`src/rtl/prime_pkg.sv`:
```
// Shared definitions for the prime sequencer: default data width and FSM states.
package prime_pkg;

    localparam int WIDTH_DEF = 16;

    typedef enum logic [1:0] {
        ST_IDLE  = 2'd0,
        ST_ISSUE = 2'd1,
        ST_WAIT  = 2'd2,
        ST_DONE  = 2'd3
    } state_t;

endpackage

```
`src/rtl/prime_sequencer_if.sv`:
```
// Bundle of the candidate, verdict and divider handshakes of the prime sequencer.
// The slave modport is the sequencer's view; master is the surrounding environment.
interface prime_sequencer_if
    import prime_pkg::*;
#(
    parameter int WIDTH = WIDTH_DEF
) ();

    logic             valid_i;
    logic             ready_i;
    logic [WIDTH-1:0] n_i;

    logic             valid_o;
    logic             ready_o;
    logic             is_prime_o;
    logic [WIDTH-1:0] div_count_o;

    logic             mod_valid;
    logic             mod_ready;
    logic [WIDTH-1:0] mod_a;
    logic [WIDTH-1:0] mod_b;
    logic             mod_zero;
    logic             mod_done;
    logic             mod_accept;

    modport slave (
        input  valid_i, n_i, ready_o, mod_ready, mod_zero, mod_done,
        output ready_i, valid_o, is_prime_o, div_count_o,
               mod_valid, mod_a, mod_b, mod_accept
    );

    modport master (
        output valid_i, n_i, ready_o, mod_ready, mod_zero, mod_done,
        input  ready_i, valid_o, is_prime_o, div_count_o,
               mod_valid, mod_a, mod_b, mod_accept
    );

endinterface

```
`src/rtl/square_step.sv`:
```
// Trial divisor d and its square sq, advanced incrementally without a multiplier:
// (d+1)^2 = d^2 + 2d + 1. Also reports whether the advanced square exceeds N,
// which is the point where no further trial division can find a factor.
module square_step
    import prime_pkg::*;
#(
    parameter int WIDTH = WIDTH_DEF
) (
    input  logic             clk,
    input  logic             rst_n,
    input  logic             i_init,
    input  logic             i_advance,
    input  logic [WIDTH-1:0] i_n,
    output logic [WIDTH-1:0] o_d,
    output logic             o_next_gt_n
);

    // sq carries 2*WIDTH+1 bits so the square never wraps even at the last step
    localparam int SQ_W = 2 * WIDTH + 1;

    logic [WIDTH-1:0] r_d;
    logic [SQ_W-1:0]  r_sq;
    logic [SQ_W-1:0]  w_sq_adv;

    // {d,1} is 2d+1 using the current (old) d
    assign w_sq_adv    = r_sq + SQ_W'({r_d, 1'b1});
    assign o_next_gt_n = w_sq_adv > SQ_W'(i_n);
    assign o_d         = r_d;

    // Divisor/square registers: start at 2/4 for a new candidate, step on each non-zero remainder
    always_ff @(posedge clk or negedge rst_n) begin
        if (!rst_n) begin
            r_d  <= '0;
            r_sq <= '0;
        end else if (i_init) begin
            r_d  <= WIDTH'(2);
            r_sq <= SQ_W'(4);
        end else if (i_advance) begin
            r_d  <= r_d + WIDTH'(1);
            r_sq <= w_sq_adv;
        end
    end

endmodule

```
`src/rtl/prime_sequencer.sv`:
```
// Trial-division primality sequencer. Accepts a candidate N, issues N mod d
// requests to an external divider for d = 2, 3, ... while d*d <= N, and reports
// a verdict plus the number of divisions issued. Stops at the first zero remainder.
module prime_sequencer
    import prime_pkg::*;
#(
    parameter int WIDTH = WIDTH_DEF
) (
    input logic              clk,
    input logic              rst_n,
    prime_sequencer_if.slave bus
);

    state_t           r_state;
    state_t           w_state_next;
    logic [WIDTH-1:0] r_n;
    logic [WIDTH-1:0] r_count;
    logic             r_is_prime;

    logic [WIDTH-1:0] w_d;
    logic             w_gt;
    logic             w_ready_i;
    logic             w_valid_o;
    logic             w_mod_valid;
    logic             w_mod_accept;
    logic             w_init;
    logic             w_advance;
    logic             w_issue_xfer;
    logic             w_result_xfer;

    square_step #(
        .WIDTH(WIDTH)
    ) u_square_step (
        .clk         (clk),
        .rst_n       (rst_n),
        .i_init      (w_init),
        .i_advance   (w_advance),
        .i_n         (r_n),
        .o_d         (w_d),
        .o_next_gt_n (w_gt)
    );

    // State register
    always_ff @(posedge clk or negedge rst_n) begin
        if (!rst_n) begin
            r_state <= ST_IDLE;
        end else begin
            r_state <= w_state_next;
        end
    end

    // Next-state logic and per-state handshake outputs; results from the divider only count in WAIT
    always_comb begin
        w_state_next  = r_state;
        w_ready_i     = 1'b0;
        w_valid_o     = 1'b0;
        w_mod_valid   = 1'b0;
        w_mod_accept  = 1'b0;
        w_init        = 1'b0;
        w_advance     = 1'b0;
        w_issue_xfer  = 1'b0;
        w_result_xfer = 1'b0;
        case (r_state)
            ST_IDLE: begin
                w_ready_i = 1'b1;
                if (bus.valid_i) begin
                    w_init       = 1'b1;
                    // 0..3 are decided without any division
                    w_state_next = (bus.n_i < WIDTH'(4)) ? ST_DONE : ST_ISSUE;
                end
            end
            ST_ISSUE: begin
                w_mod_valid = 1'b1;
                if (bus.mod_ready) begin
                    w_issue_xfer = 1'b1;
                    w_state_next = ST_WAIT;
                end
            end
            ST_WAIT: begin
                w_mod_accept = 1'b1;
                if (bus.mod_done) begin
                    w_result_xfer = 1'b1;
                    if (bus.mod_zero) begin
                        w_state_next = ST_DONE;
                    end else begin
                        w_advance    = 1'b1;
                        w_state_next = w_gt ? ST_DONE : ST_ISSUE;
                    end
                end
            end
            ST_DONE: begin
                w_valid_o = 1'b1;
                if (bus.ready_o) begin
                    w_state_next = ST_IDLE;
                end
            end
            default: begin
                w_state_next = ST_IDLE;
            end
        endcase
    end

    // Candidate, division count and verdict registers
    always_ff @(posedge clk or negedge rst_n) begin
        if (!rst_n) begin
            r_n        <= '0;
            r_count    <= '0;
            r_is_prime <= 1'b0;
        end else begin
            if (w_init) begin
                r_n        <= bus.n_i;
                r_count    <= '0;
                // Only meaningful for N<4; larger N are resolved by the division loop
                r_is_prime <= (bus.n_i == WIDTH'(2)) || (bus.n_i == WIDTH'(3));
            end
            if (w_issue_xfer) begin
                r_count <= r_count + WIDTH'(1);
            end
            if (w_result_xfer) begin
                if (bus.mod_zero) begin
                    r_is_prime <= 1'b0;
                end else if (w_gt) begin
                    r_is_prime <= 1'b1;
                end
            end
        end
    end

    assign bus.ready_i     = w_ready_i;
    assign bus.valid_o     = w_valid_o;
    assign bus.is_prime_o  = r_is_prime;
    assign bus.div_count_o = r_count;
    assign bus.mod_valid   = w_mod_valid;
    assign bus.mod_accept  = w_mod_accept;
    assign bus.mod_a       = r_n;
    assign bus.mod_b       = w_d;

endmodule

```
`src/flat_wrapper.sv`:
```
// flat-port wrapper written by rule: the top's interface ports become plain ports
module prime_sequencer_flat import prime_pkg::*;
#(
    parameter int WIDTH = WIDTH_DEF
)
  (clk, rst_n, bus_valid_i, bus_n_i, bus_ready_o, bus_mod_ready, bus_mod_zero, bus_mod_done, bus_ready_i, bus_valid_o, bus_is_prime_o, bus_div_count_o, bus_mod_valid, bus_mod_a, bus_mod_b, bus_mod_accept);
  prime_sequencer_if #(.WIDTH(WIDTH)) bus_i ();
  input logic clk;
  input logic rst_n;
  input wire logic [$bits(bus_i.valid_i)-1:0] bus_valid_i;
  input wire logic [$bits(bus_i.n_i)-1:0] bus_n_i;
  input wire logic [$bits(bus_i.ready_o)-1:0] bus_ready_o;
  input wire logic [$bits(bus_i.mod_ready)-1:0] bus_mod_ready;
  input wire logic [$bits(bus_i.mod_zero)-1:0] bus_mod_zero;
  input wire logic [$bits(bus_i.mod_done)-1:0] bus_mod_done;
  output wire logic [$bits(bus_i.ready_i)-1:0] bus_ready_i;
  output wire logic [$bits(bus_i.valid_o)-1:0] bus_valid_o;
  output wire logic [$bits(bus_i.is_prime_o)-1:0] bus_is_prime_o;
  output wire logic [$bits(bus_i.div_count_o)-1:0] bus_div_count_o;
  output wire logic [$bits(bus_i.mod_valid)-1:0] bus_mod_valid;
  output wire logic [$bits(bus_i.mod_a)-1:0] bus_mod_a;
  output wire logic [$bits(bus_i.mod_b)-1:0] bus_mod_b;
  output wire logic [$bits(bus_i.mod_accept)-1:0] bus_mod_accept;
  assign bus_i.valid_i = bus_valid_i;
  assign bus_i.n_i = bus_n_i;
  assign bus_i.ready_o = bus_ready_o;
  assign bus_i.mod_ready = bus_mod_ready;
  assign bus_i.mod_zero = bus_mod_zero;
  assign bus_i.mod_done = bus_mod_done;
  assign bus_ready_i = bus_i.ready_i;
  assign bus_valid_o = bus_i.valid_o;
  assign bus_is_prime_o = bus_i.is_prime_o;
  assign bus_div_count_o = bus_i.div_count_o;
  assign bus_mod_valid = bus_i.mod_valid;
  assign bus_mod_a = bus_i.mod_a;
  assign bus_mod_b = bus_i.mod_b;
  assign bus_mod_accept = bus_i.mod_accept;
  prime_sequencer #(.WIDTH(WIDTH)) u_core (.clk(clk), .rst_n(rst_n), .bus(bus_i));
endmodule
```
`config.mk`:
```
export PLATFORM = sky130hd
export DESIGN_NAME = prime_sequencer_flat
export DESIGN_NICKNAME = d
export VERILOG_FILES = /design/src/rtl/prime_pkg.sv /design/src/rtl/prime_sequencer_if.sv /design/src/rtl/square_step.sv /design/src/rtl/prime_sequencer.sv /design/src/flat_wrapper.sv
export SDC_FILE = /design/constraint.sdc
export NUM_CORES = 1
export LEC_CHECK = 0
export BUFFER_PORTS_ARGS = -buffer_cell sky130_fd_sc_hd__buf_2
export CAP_MARGIN = 25
export CORE_UTILIZATION = 35
export CTS_CLUSTER_DIAMETER = 60
export DETAILED_ROUTE_END_ITERATION = 8
export PLACE_DENSITY = 0.64
export SETUP_SLACK_MARGIN = 0.15
export SYNTH_ARGS = -nofsm -noshare
export SYNTH_HDL_FRONTEND = slang
export SYNTH_SLANG_ARGS = --single-unit
```
`constraint.sdc`:
```
create_clock -name clk -period 4 [get_ports clk]
set_input_delay 0.6 -clock clk [delete_from_list [all_inputs] [get_ports clk]]
set_output_delay 0.6 -clock clk [all_outputs]
set_load 0.01 [all_outputs]
```
# Word level (Yosys, flattened, before mapping)
# Index checks and enable logic that the tools add are counted.
[op_classes] add_sub_neg=3 magnitude_cmp=2 eq_ne=9 mux=31 n_reduce_logical=5
[op_table] operator="$mux W33" n=2
[op_table] operator="$mux W16" n=4
[op_table] operator="$add A33 B17 Y33" n=1
[op_table] operator="$gt A33 B16 Y1" n=1
[op_table] operator="$add A16 B1 Y16 const B" n=2
[op_table] operator="$eq A16 B2 Y1 const B" n=2
[op_table] operator="$mux W1" n=17
[op_table] operator="$lt A16 B3 Y1 const B" n=1
[op_table] operator="$mux W2" n=7
[op_table] operator="$ne A2 B2 Y1 const B" n=4
[op_table] operator="$pmux W2 S4" n=1
[op_table] operator="$eq A2 B2 Y1 const B" n=2
[op_table] operator="$reduce_and A4 Y1" n=1
[op_table] operator="$reduce_bool A2 Y1" n=2
[op_table] operator="$eq A2 B1 Y1 const B" n=1
[op_table] operator="$logic_not A2 Y1" n=1
[op_table] operator="$logic_or A1 B1 Y1" n=1
[word_totals] reg_bits=84 inputBits=23 out_inout_bits=53 wordCells=56

# Longest topological paths before layout
# Gate-level depths: netlist of run 1.
[logic_depth] depth_word=6 mapped_depth=19

# By module
# Synthesis of run 1 repeated with hierarchy kept, for this count alone.
[unflattened] hier_cells=633 area_unflattened_um2=5650.4
[by_module_without_submodules] mod="square_step" n_inst=1 cells_per_inst=450 area_each_um2=3943.8 seq_area_each_um2=1226.2
[by_module_without_submodules] mod="prime_sequencer" n_inst=1 cells_per_inst=183 area_each_um2=1706.6 seq_area_each_um2=875.8

# Worst setup path before layout of run 1
# OpenSTA, ideal clock, no wires.
[synth_timing] path_kind="reg-to-reg" startpoint="register u_core.u_square_step.r_d[2], in the netlist u_core.u_square_step.o_d[2]" endpoint="register u_core.r_is_prime, in the netlist u_core.bus.is_prime_o" setup_ps=129 t_arrival_ps=3932 t_required_ps=3871 path_slack_ps=-62 path_stages_with_launch=20 n_path_buf=0 period_less_slack_ps=4062 cell_sequence="dfrtp_1 ha_1 a21o_1 a21oi_1 nand2_1 a31oi_1 o21ai_0 a21o_1 a21oi_1 xnor2_1 ha_1 nand4_1 or4_1 o21ai_0 nor3_1 o31ai_1 nand4b_1 a2111o_1 nor4_2 a21oi_1"
[synth_via] elab_chain_len=5
[synth_rtl] element="start, declared" line="square_step.sv:21" rtl="logic [WIDTH-1:0] r_d;"
[synth_rtl] element="start signal, assigned" line="square_step.sv:39" rtl="r_d <= r_d + WIDTH'(1);"
[synth_rtl] element="$add A33 B17 Y33" line="square_step.sv:26" rtl="assign w_sq_adv = r_sq + SQ_W'({r_d, 1'b1});"
[synth_rtl] element="$gt A33 B16 Y1" line="square_step.sv:27" rtl="assign o_next_gt_n = w_sq_adv > SQ_W'(i_n);"
[synth_rtl] element="$mux W1" line="prime_sequencer.sv:122" rtl="end else if (w_gt) begin"
[synth_rtl] element="$mux W1" line="prime_sequencer.sv:120" rtl="if (bus.mod_zero) begin"
[synth_rtl] element="$mux W1" line="prime_sequencer.sv:119" rtl="if (w_result_xfer) begin"
[synth_rtl] element="end signal, assigned" line="prime_sequencer.sv:114" rtl="r_is_prime <= (bus.n_i == WIDTH'(2)) || (bus.n_i == WIDTH'(3));"
[synth_rtl] element="end, declared" line="prime_sequencer.sv:18" rtl="logic r_is_prime;"
# Every way passes these cells.
# A chain may end at the register's enable or synchronous reset.

# Worst setup path in the final report of run 1
[layout_timing] startpoint="register u_core.u_square_step.r_d[2], in the netlist u_core.u_square_step.o_d[2]" endpoint="register u_core.r_state[1]"
[layout_via] elab_chain_len=6
[layout_rtl] element="$add A33 B17 Y33" line="square_step.sv:26"
[layout_rtl] element="$gt A33 B16 Y1" line="square_step.sv:27"
[layout_rtl] element="$mux W2" line="prime_sequencer.sv:87" rtl="w_state_next = w_gt ? ST_DONE : ST_ISSUE;"
[layout_rtl] element="$mux W2" line="prime_sequencer.sv:83" rtl="if (bus.mod_zero) begin"
[layout_rtl] element="$mux W2" line="prime_sequencer.sv:81" rtl="if (bus.mod_done) begin"
[layout_rtl] element="$pmux W2 S4" line="prime_sequencer.sv:63" rtl="case (r_state)"
[layout_rtl] element="end signal, assigned" line="prime_sequencer.sv:48" rtl="r_state <= w_state_next;"
[layout_rtl] element="end, declared" line="prime_sequencer.sv:14" rtl="state_t r_state;"
# Every way passes these cells. The select of a mux whose other input is x is not followed.

==> results of run 1 <==
[cell type report]
type                            count  area [um^2]
Clock buffer                       10          229
Clock inverter                      6         71.3
Fill cell                        1539         8320
Inverter                           27          101
Multi-Input combinational cell    515         3270
Sequential cell                    84         2100
Tap cell                          188          235
Timing Repair Buffer              132          870
[kinds of logic (layout without fill, tap and decap cells)]
logic type	count (synthesis)	count (layout)
and+or+nand+nor	272	272
adders and majority gates	35	35
AOI/OAI and AO/OA	171	171
muxes	6	6
DFF	84	84
xor gates and xnor gates	31	31
buffers and inverters	58	175
[power by group through the flow]
stage | Combinational, mW | Clock [mW] | Sequential [mW]
2_1_floorplan | 0.608 | 0 | 1.12
3_3_place_gp | 1.04 | 0 | 1.10
3_5_place_dp | 1.04 | 0 | 1.09
4_1_cts | 1.08 | 0.871 | 1.09
5_1_grt | 1.27 | 0.906 | 1.11
6_report | 1.13 | 0.863 | 1.09
[sequential cells by signal (all words and copies together) (netlist names)]
signal,cells
u_core.bus.div_count_o,16
u_core.bus.is_prime_o,1
u_core.bus.mod_a,16
u_core.r_state,2
u_core.u_square_step.o_d,16
u_core.u_square_step.r_sq,33
[placed cells by master (no fill, tap or decap), drive strengths merged, types with 6 or more instances in the layout]
cell type	count
nand2	110
o21ai	81
dfrtp	84
nor2	49
inv	29
ha	34
buf	132
nand3	42
xnor2	15
clkbuf	10
o31ai	6
nor2b	9
xor2	16
a31oi	6
a21oi	42
nand4	15
and3	12
o211ai	6
[final timing paths]
| path | start | to | slack [ps] | cells past startpoint |
|---|---|---|---|---|
| worst max-delay path | u_core.u_square_step.o_d[2] | u_core.r_state[1] | -20 | 19 |
| worst min-delay path | rst_n | u_core.bus.mod_a[9] | 330 | 1 |
| worst max register to register | u_core.u_square_step.o_d[2] | u_core.r_state[1] | -20 | 19 |
| worst min register to register | u_core.bus.div_count_o[15] | u_core.bus.div_count_o[15] | 490 | 1 |
| max in group asynchronous | rst_n | u_core.u_square_step.r_sq[16] | 2870 | 2 |
| min in group clk | bus_n_i[0] | u_core.bus.mod_a[0] | 450 | 3 |
[metal layers]
| layer | up-vias | global-route usage (%) |
|---|---|---|
| met3 | 28 | 2.83 |
| met1 | 2543 | 26.9 |
| met2 | 179 | 30.4 |
| met4 | 0 | 7.49 |
| met5 | - | 0 |
| li1 | 2549 | - |
[repair_timing]
| item | in CTS | in global routing |
|---|---|---|
| gates resized for setup | 16 | 31 |
| hold buffers | 0 | 0 |
| setup endpoints to repair | 2 | 3 |
| pin swaps | 20 | 19 |
| setup buffers | 21 | 5 |
[per-stage QoR]
step,utilization [%],setup slack (ps),setup TNS (ps)
final,45.3,-19.8,-20.5
after global routing,45.3,-141,-266
after CTS,44.1,94.0,0
after detailed placement,40.5,-149,-293
after global placement,40.5,-29.0,-57.9
after floorplan,-,157,0
==> results_dict.tcl, run 1 <==
set metrics [dict create \
    path_delay_family "compound AO/OA/AOI/OAI gates" \
    hold_violations 0 \
    die-height_um 127 \
    power_frac_seq_pct 35.4 \
    hold_path_class "input port to async pin" \
    violations "negative setup slack" \
    maxCapViolCount 0 \
    setup_viol 2 \
    p_sw_mw 1.17 \
    numCtsBuffers 9 \
    synth.avg_cell_area_um2 8.29 \
    p_clk_share_pct 28.0 \
    clockRootBuffer "clkbuf_16" \
    ys.flop_type "dfrtp_1" \
    hold-worst-slack_ps 333 \
    grt_pass1_wl_um 25000 \
    leakage_nw 3.29 \
    firstDrtPassIters 6 \
    path_class "flop to flop" \
    yosys-top-cells-count "110 x nand2_1, 84 x dfrtp_1, 81 x o21ai_0, 49 x nor2_1" \
    setup_slack_ps -19.8 \
    synth_top_area_share_pct 38.6 \
    cp.arrival_ps 4240 \
    synth_most_common_cell "nand2_1" \
    cts.sinks 84 \
    skew_ps 8.77 \
    status "finished, violations left" \
    nNetsFinal 827 \
    detail_route.wl_per_cell_um 16.0 \
    top_layer_used "met4" \
    ys_types 63 \
    grt_pass1_vias 4967 \
    drc 0 \
    coreArea_um2 15200 \
    p_per_area_nw_per_um2 447 \
    tritoncts "done" \
    synth_top_family_by_area "simple AND/OR/NAND/NOR gates" \
    area_growth_pct 26.3 \
    final-max-slew-violation-count 0 \
    synth-simple-area-share_pct 23.7 \
    tightestPinTransition_ps 836 \
    rsz0062_at_grt "true" \
    num_io_pins 76 \
    fin_crit_sh_pct 100 \
    wl_met1_um 7210 \
    synth.area.mux_share_pct 1.13 \
    grt_max_degree 66 \
    wirelength_um 15400 \
    wl_met2_um 7100 \
    grt_use_total_pct 19.3 \
    cp.required_ps 4220 \
    period_minus_slack_ps 4020 \
    yosysTopAreaCell "dfrtp_1" \
    slowest_delay_ps 450 \
    vias_per_cell 5.51 \
    rows 45 \
    synthArstFlopShare_pct 100 \
    cts.clk_slew.worst_paths_ps 70 \
    route.met3.wl_um 785 \
    post-place-cells 920 \
    fin_cells 962 \
    drive_gt1_share_pct 24.3 \
    drtIter0Drc 403 \
    dpl_cell_area_um2 6160 \
    cp_slowest_cell "or4_4" \
    antenna_found_initial 0 \
    io_buffer_count 75 \
    die_x_um 127 \
    insertion_delay_ps 350 \
    end_kind "flop" \
    max-vdd-ir-drop_mv 0.317 \
    post-route-cell-area_um2 6880 \
    cts_buffer_depth 2 \
    synth-adder-area-share_pct 8.17 \
    gp_congestion 0.884 \
    vias 5299 \
    dp.final_hpwl_um 10400 \
    ant_nets 0 \
    synth_edf_count 0 \
    cp-start-kind "flop" \
    synth-seq-cells 84 \
    synthCells 657 \
    cp_cell_sequence "ha_4 > a21o_1 > a21oi_2 > nand2_2 > a31oi_4 > o21ai_2 > a21o_1 > a21oi_2 > xnor2_2 > ha_1 > nand4_1 > or4_4 > o21ai_2 > nor3_2 > o31ai_2 > nand4b_1 > a2111o_1 > nor4_4 > a21oi_1" \
    synth.area.top_cells "dfrtp_1 39%, ha_1 7.8%, nand2_1 7.6%" \
    yosysSeqAreaShare_pct 38.6 \
    fmax_mhz 249 \
    htreeDepth 3 \
    synth_area_um2 5450 \
    diodes 0 \
    initial_core_util_pct 35.8 \
    intPower_mw 1.91 \
    yosys_warnings 0 \
    relSlewSlack_pct 44.3 \
    overflow 0 \
    synth_compound_area_share_pct 18.5 \
    synth.net_count 715 \
    critPathMaxFanout 3 \
    p_sw_share_pct 37.9 \
    p_total_mw 3.08 \
    die_area_um2 16100 \
    synth_xor_area_share_pct 4.98 \
    pwr-share-comb_pct 36.6 \
    cp.buffers_inverters 0 \
]
Power figures use the tool's default switching activity.
==> inputs of run 2 (changes only) <==
--- a/config.mk
+++ b/config.mk
@@ -10,7 +10,7 @@
 export CORE_UTILIZATION = 35
 export CTS_CLUSTER_DIAMETER = 60
 export DETAILED_ROUTE_END_ITERATION = 8
-export PLACE_DENSITY = 0.64
+export PLACE_DENSITY = 0.62
 export SETUP_SLACK_MARGIN = 0.15
 export SYNTH_ARGS = -nofsm -noshare
 export SYNTH_HDL_FRONTEND = slang
==> constraint.sdc (replaced) <==
create_clock -name clk -period 4.2 [get_ports clk]
set_input_delay 0.63 -clock clk [delete_from_list [all_inputs] [get_ports clk]]
set_output_delay 0.63 -clock clk [all_outputs]
set_load 0.01 [all_outputs]
==> run 2 against run 1 <==
  * The flow now finishes without violations
  * Design area down 3.8%
  * Clock skew decreased by 1.3 ps
  * Setup slack better by 170 ps
  * Sequential power decreased by 5%
  * Hold slack worse by 16 ps
  * Routed wire length is 4.6% lower
  * Combinational power decreased by 9.7%
  * Sequential cell count unchanged
  * Sequential share of layout area increased by 1.2 points
  * Via count fell by 5.4%
  * First-iteration DRC count decreased by 25%
  * Power fell by 4.5%
==> results_dict.tcl, run 2 (synthesis results as in run 1) <==
set metrics [dict create \
    cts_hold_buf 0 \
    cp.required_ps 4430 \
    rsz0062_at_grt "true" \
    tritoncts "done" \
    rows 45 \
    fmax_mhz 247 \
    setup_viol 0 \
    final_cell_mix "108 x nand2_1, 84 x dfrtp_1, 77 x o21ai_0, 74 x buf_2, 48 x nor2_1" \
    io_buffer_count 75 \
    top_layer_used "met4" \
    hold-worst-slack_ps 317 \
    clockRootBuffer "clkbuf_16" \
    antenna_found_initial 0 \
    grt_max_degree 54 \
    gp_congestion 0.888 \
    numCtsBuffers 9 \
    htreeDepth 3 \
    fillers 1524 \
    die_area_um2 16100 \
    vias 5012 \
    cp_cell_sequence "ha_4 > a21oi_4 > nand4b_1 > buf_4 > buf_6 > a2111o_1 > nand2_2 > xor2_4 > ha_4 > nand4_1 > or4_1 > o21ai_2 > nor3_2 > o31ai_1 > nand4b_1 > a2111o_1 > nor4_4 > a21oi_1" \
    relSlewSlack_pct 33.2 \
    post-route-cell-area_um2 6620 \
    num_io_pins 76 \
    fin_crit_sh_pct 96.5 \
    dpl_cell_area_um2 6080 \
    diodes 0 \
    p_total_mw 2.94 \
    slowest_delay_ps 490 \
    drive_gt1_share_pct 20.8 \
    drtIter0Drc 304 \
    reg2reg_slack_ps 150 \
    die_x_um 127 \
    area_growth_pct 21.4 \
    largest_reg_flops 33 \
    overflow 0 \
    cp.arrival_ps 4280 \
    regToRegEndpoint "u_core.r_state[1]" \
    cp-start-kind "flop" \
    setup_tns_ps 0 \
    period_minus_slack_ps 4050 \
    leakage_nw 3.15 \
    insertion_delay_ps 350 \
    tightestPinTransition_ps 993 \
    grt_pass1_vias 4729 \
    initial_core_util_pct 35.8 \
    die-height_um 127 \
    cp_slowest_cell "or4_1" \
    p_per_area_nw_per_um2 444 \
    skew_ps 7.48 \
    coreArea_um2 15200 \
    final_common_cell "nand2_1" \
    wl_met2_um 6830 \
    cts.clk_slew.worst_paths_ps 60 \
    grt_use_total_pct 19.1 \
    wirelength_um 14700 \
    wl_met1_um 7050 \
    max-vdd-ir-drop_mv 0.207 \
    cts_buffer_depth 2 \
    rr_worst_depth 18 \
    regMostFlops "u_core.u_square_step.r_sq" \
    final-max-slew-violation-count 0 \
    vias_per_cell 5.37 \
    path_class "flop to flop" \
    route.met3.wl_um 576 \
    r2r-start "u_core.u_square_step.r_sq[1]" \
    status "finished, final reports clean" \
    hold_violations 0 \
    grt_pass1_wl_um 24200 \
    firstDrtPassIters 5 \
    detail_route.wl_per_cell_um 15.8 \
    nNetsFinal 798 \
    hold_path_class "input port to async pin" \
    dp.final_hpwl_um 10600 \
    drc 0 \
    maxCapViolCount 0 \
    cts.sinks 84 \
    critPathMaxFanout 3 \
    end_kind "flop" \
    ant_nets 0 \
]
## run 2: cell types whose count changed in the layout (fill, tap and decap cells not counted), sizes merged
| cell | delta |
|---|---|
| clkbuf | +1 |
| clkinv | +1 |
| inv | -2 |
| clkinvlp | -1 |
| bufinv | +1 |
| buf | -29 |
## run 2: worst max-delay path: cells and delay by family, from the launching register on
| kind | cells | cell delay [ps] |
|---|---|---|
| simple gates | 7 | 1410 |
| flops | 1 | 430 |
| buf+inv | 2 | 280 |
| fa+ha+maj | 2 | 570 |
| xor+xnor | 1 | 110 |
| compound gates | 6 | 1120 |
## run 2: cell type report
cell class              count  area (um^2)  share of cell area (%)
well taps                 188          235                    3.55
flip-flops and latches     84         2100                    31.8
multi-input cells         515         3260                    49.3
clock buffers              11          243                    3.67
clock inverters             5         85.1                    1.29
repair buffers            103          592                    8.94
inverters                  27          101                    1.53
## run 2: worst max-delay path by stage
stage | start | to | depth (start not counted)
2_1_floorplan | u_core.u_square_step.o_d[2] | u_core.bus.is_prime_o | 19
3_3_place_gp | u_core.u_square_step.o_d[0] | u_core.bus.is_prime_o | 19
3_5_place_dp | u_core.u_square_step.o_d[2] | u_core.r_state[1] | 19
4_1_cts | u_core.u_square_step.o_d[0] | u_core.r_state[1] | 19
5_1_grt | u_core.u_square_step.o_d[0] | u_core.r_state[1] | 18
6_report | u_core.u_square_step.r_sq[1] | u_core.r_state[1] | 18
## run 2: where the power goes
group	switching (mW)	internal [mW]
clock network	0.343	0.540
registers	0.106	0.933
logic	0.619	0.400
total	1.07	1.87
## run 2: per-layer routing
layer  vias up  global-route usage, %
met2        97                   29.3
li1       2496                      -
met1      2399                   26.6
met3        20                   4.13
met4         0                   7.00
met5         -                      0
## run 2: timing repair
action	CTS	global route
endpoints found under the setup margin	2	2
pin swaps	5	17
resized for setup	8	24
buffers inserted	2	4
## run 2: metrics by stage
stage | std cells | util (%) | setup slack (ps)
floorplan | 657 | - | 221
global placement | 911 | 40.0 | 76.9
detailed placement | 911 | 40.0 | -20.2
CTS | 929 | 42.4 | 160
global route | 933 | 43.5 | 0.421
finish | 933 | 43.5 | 148
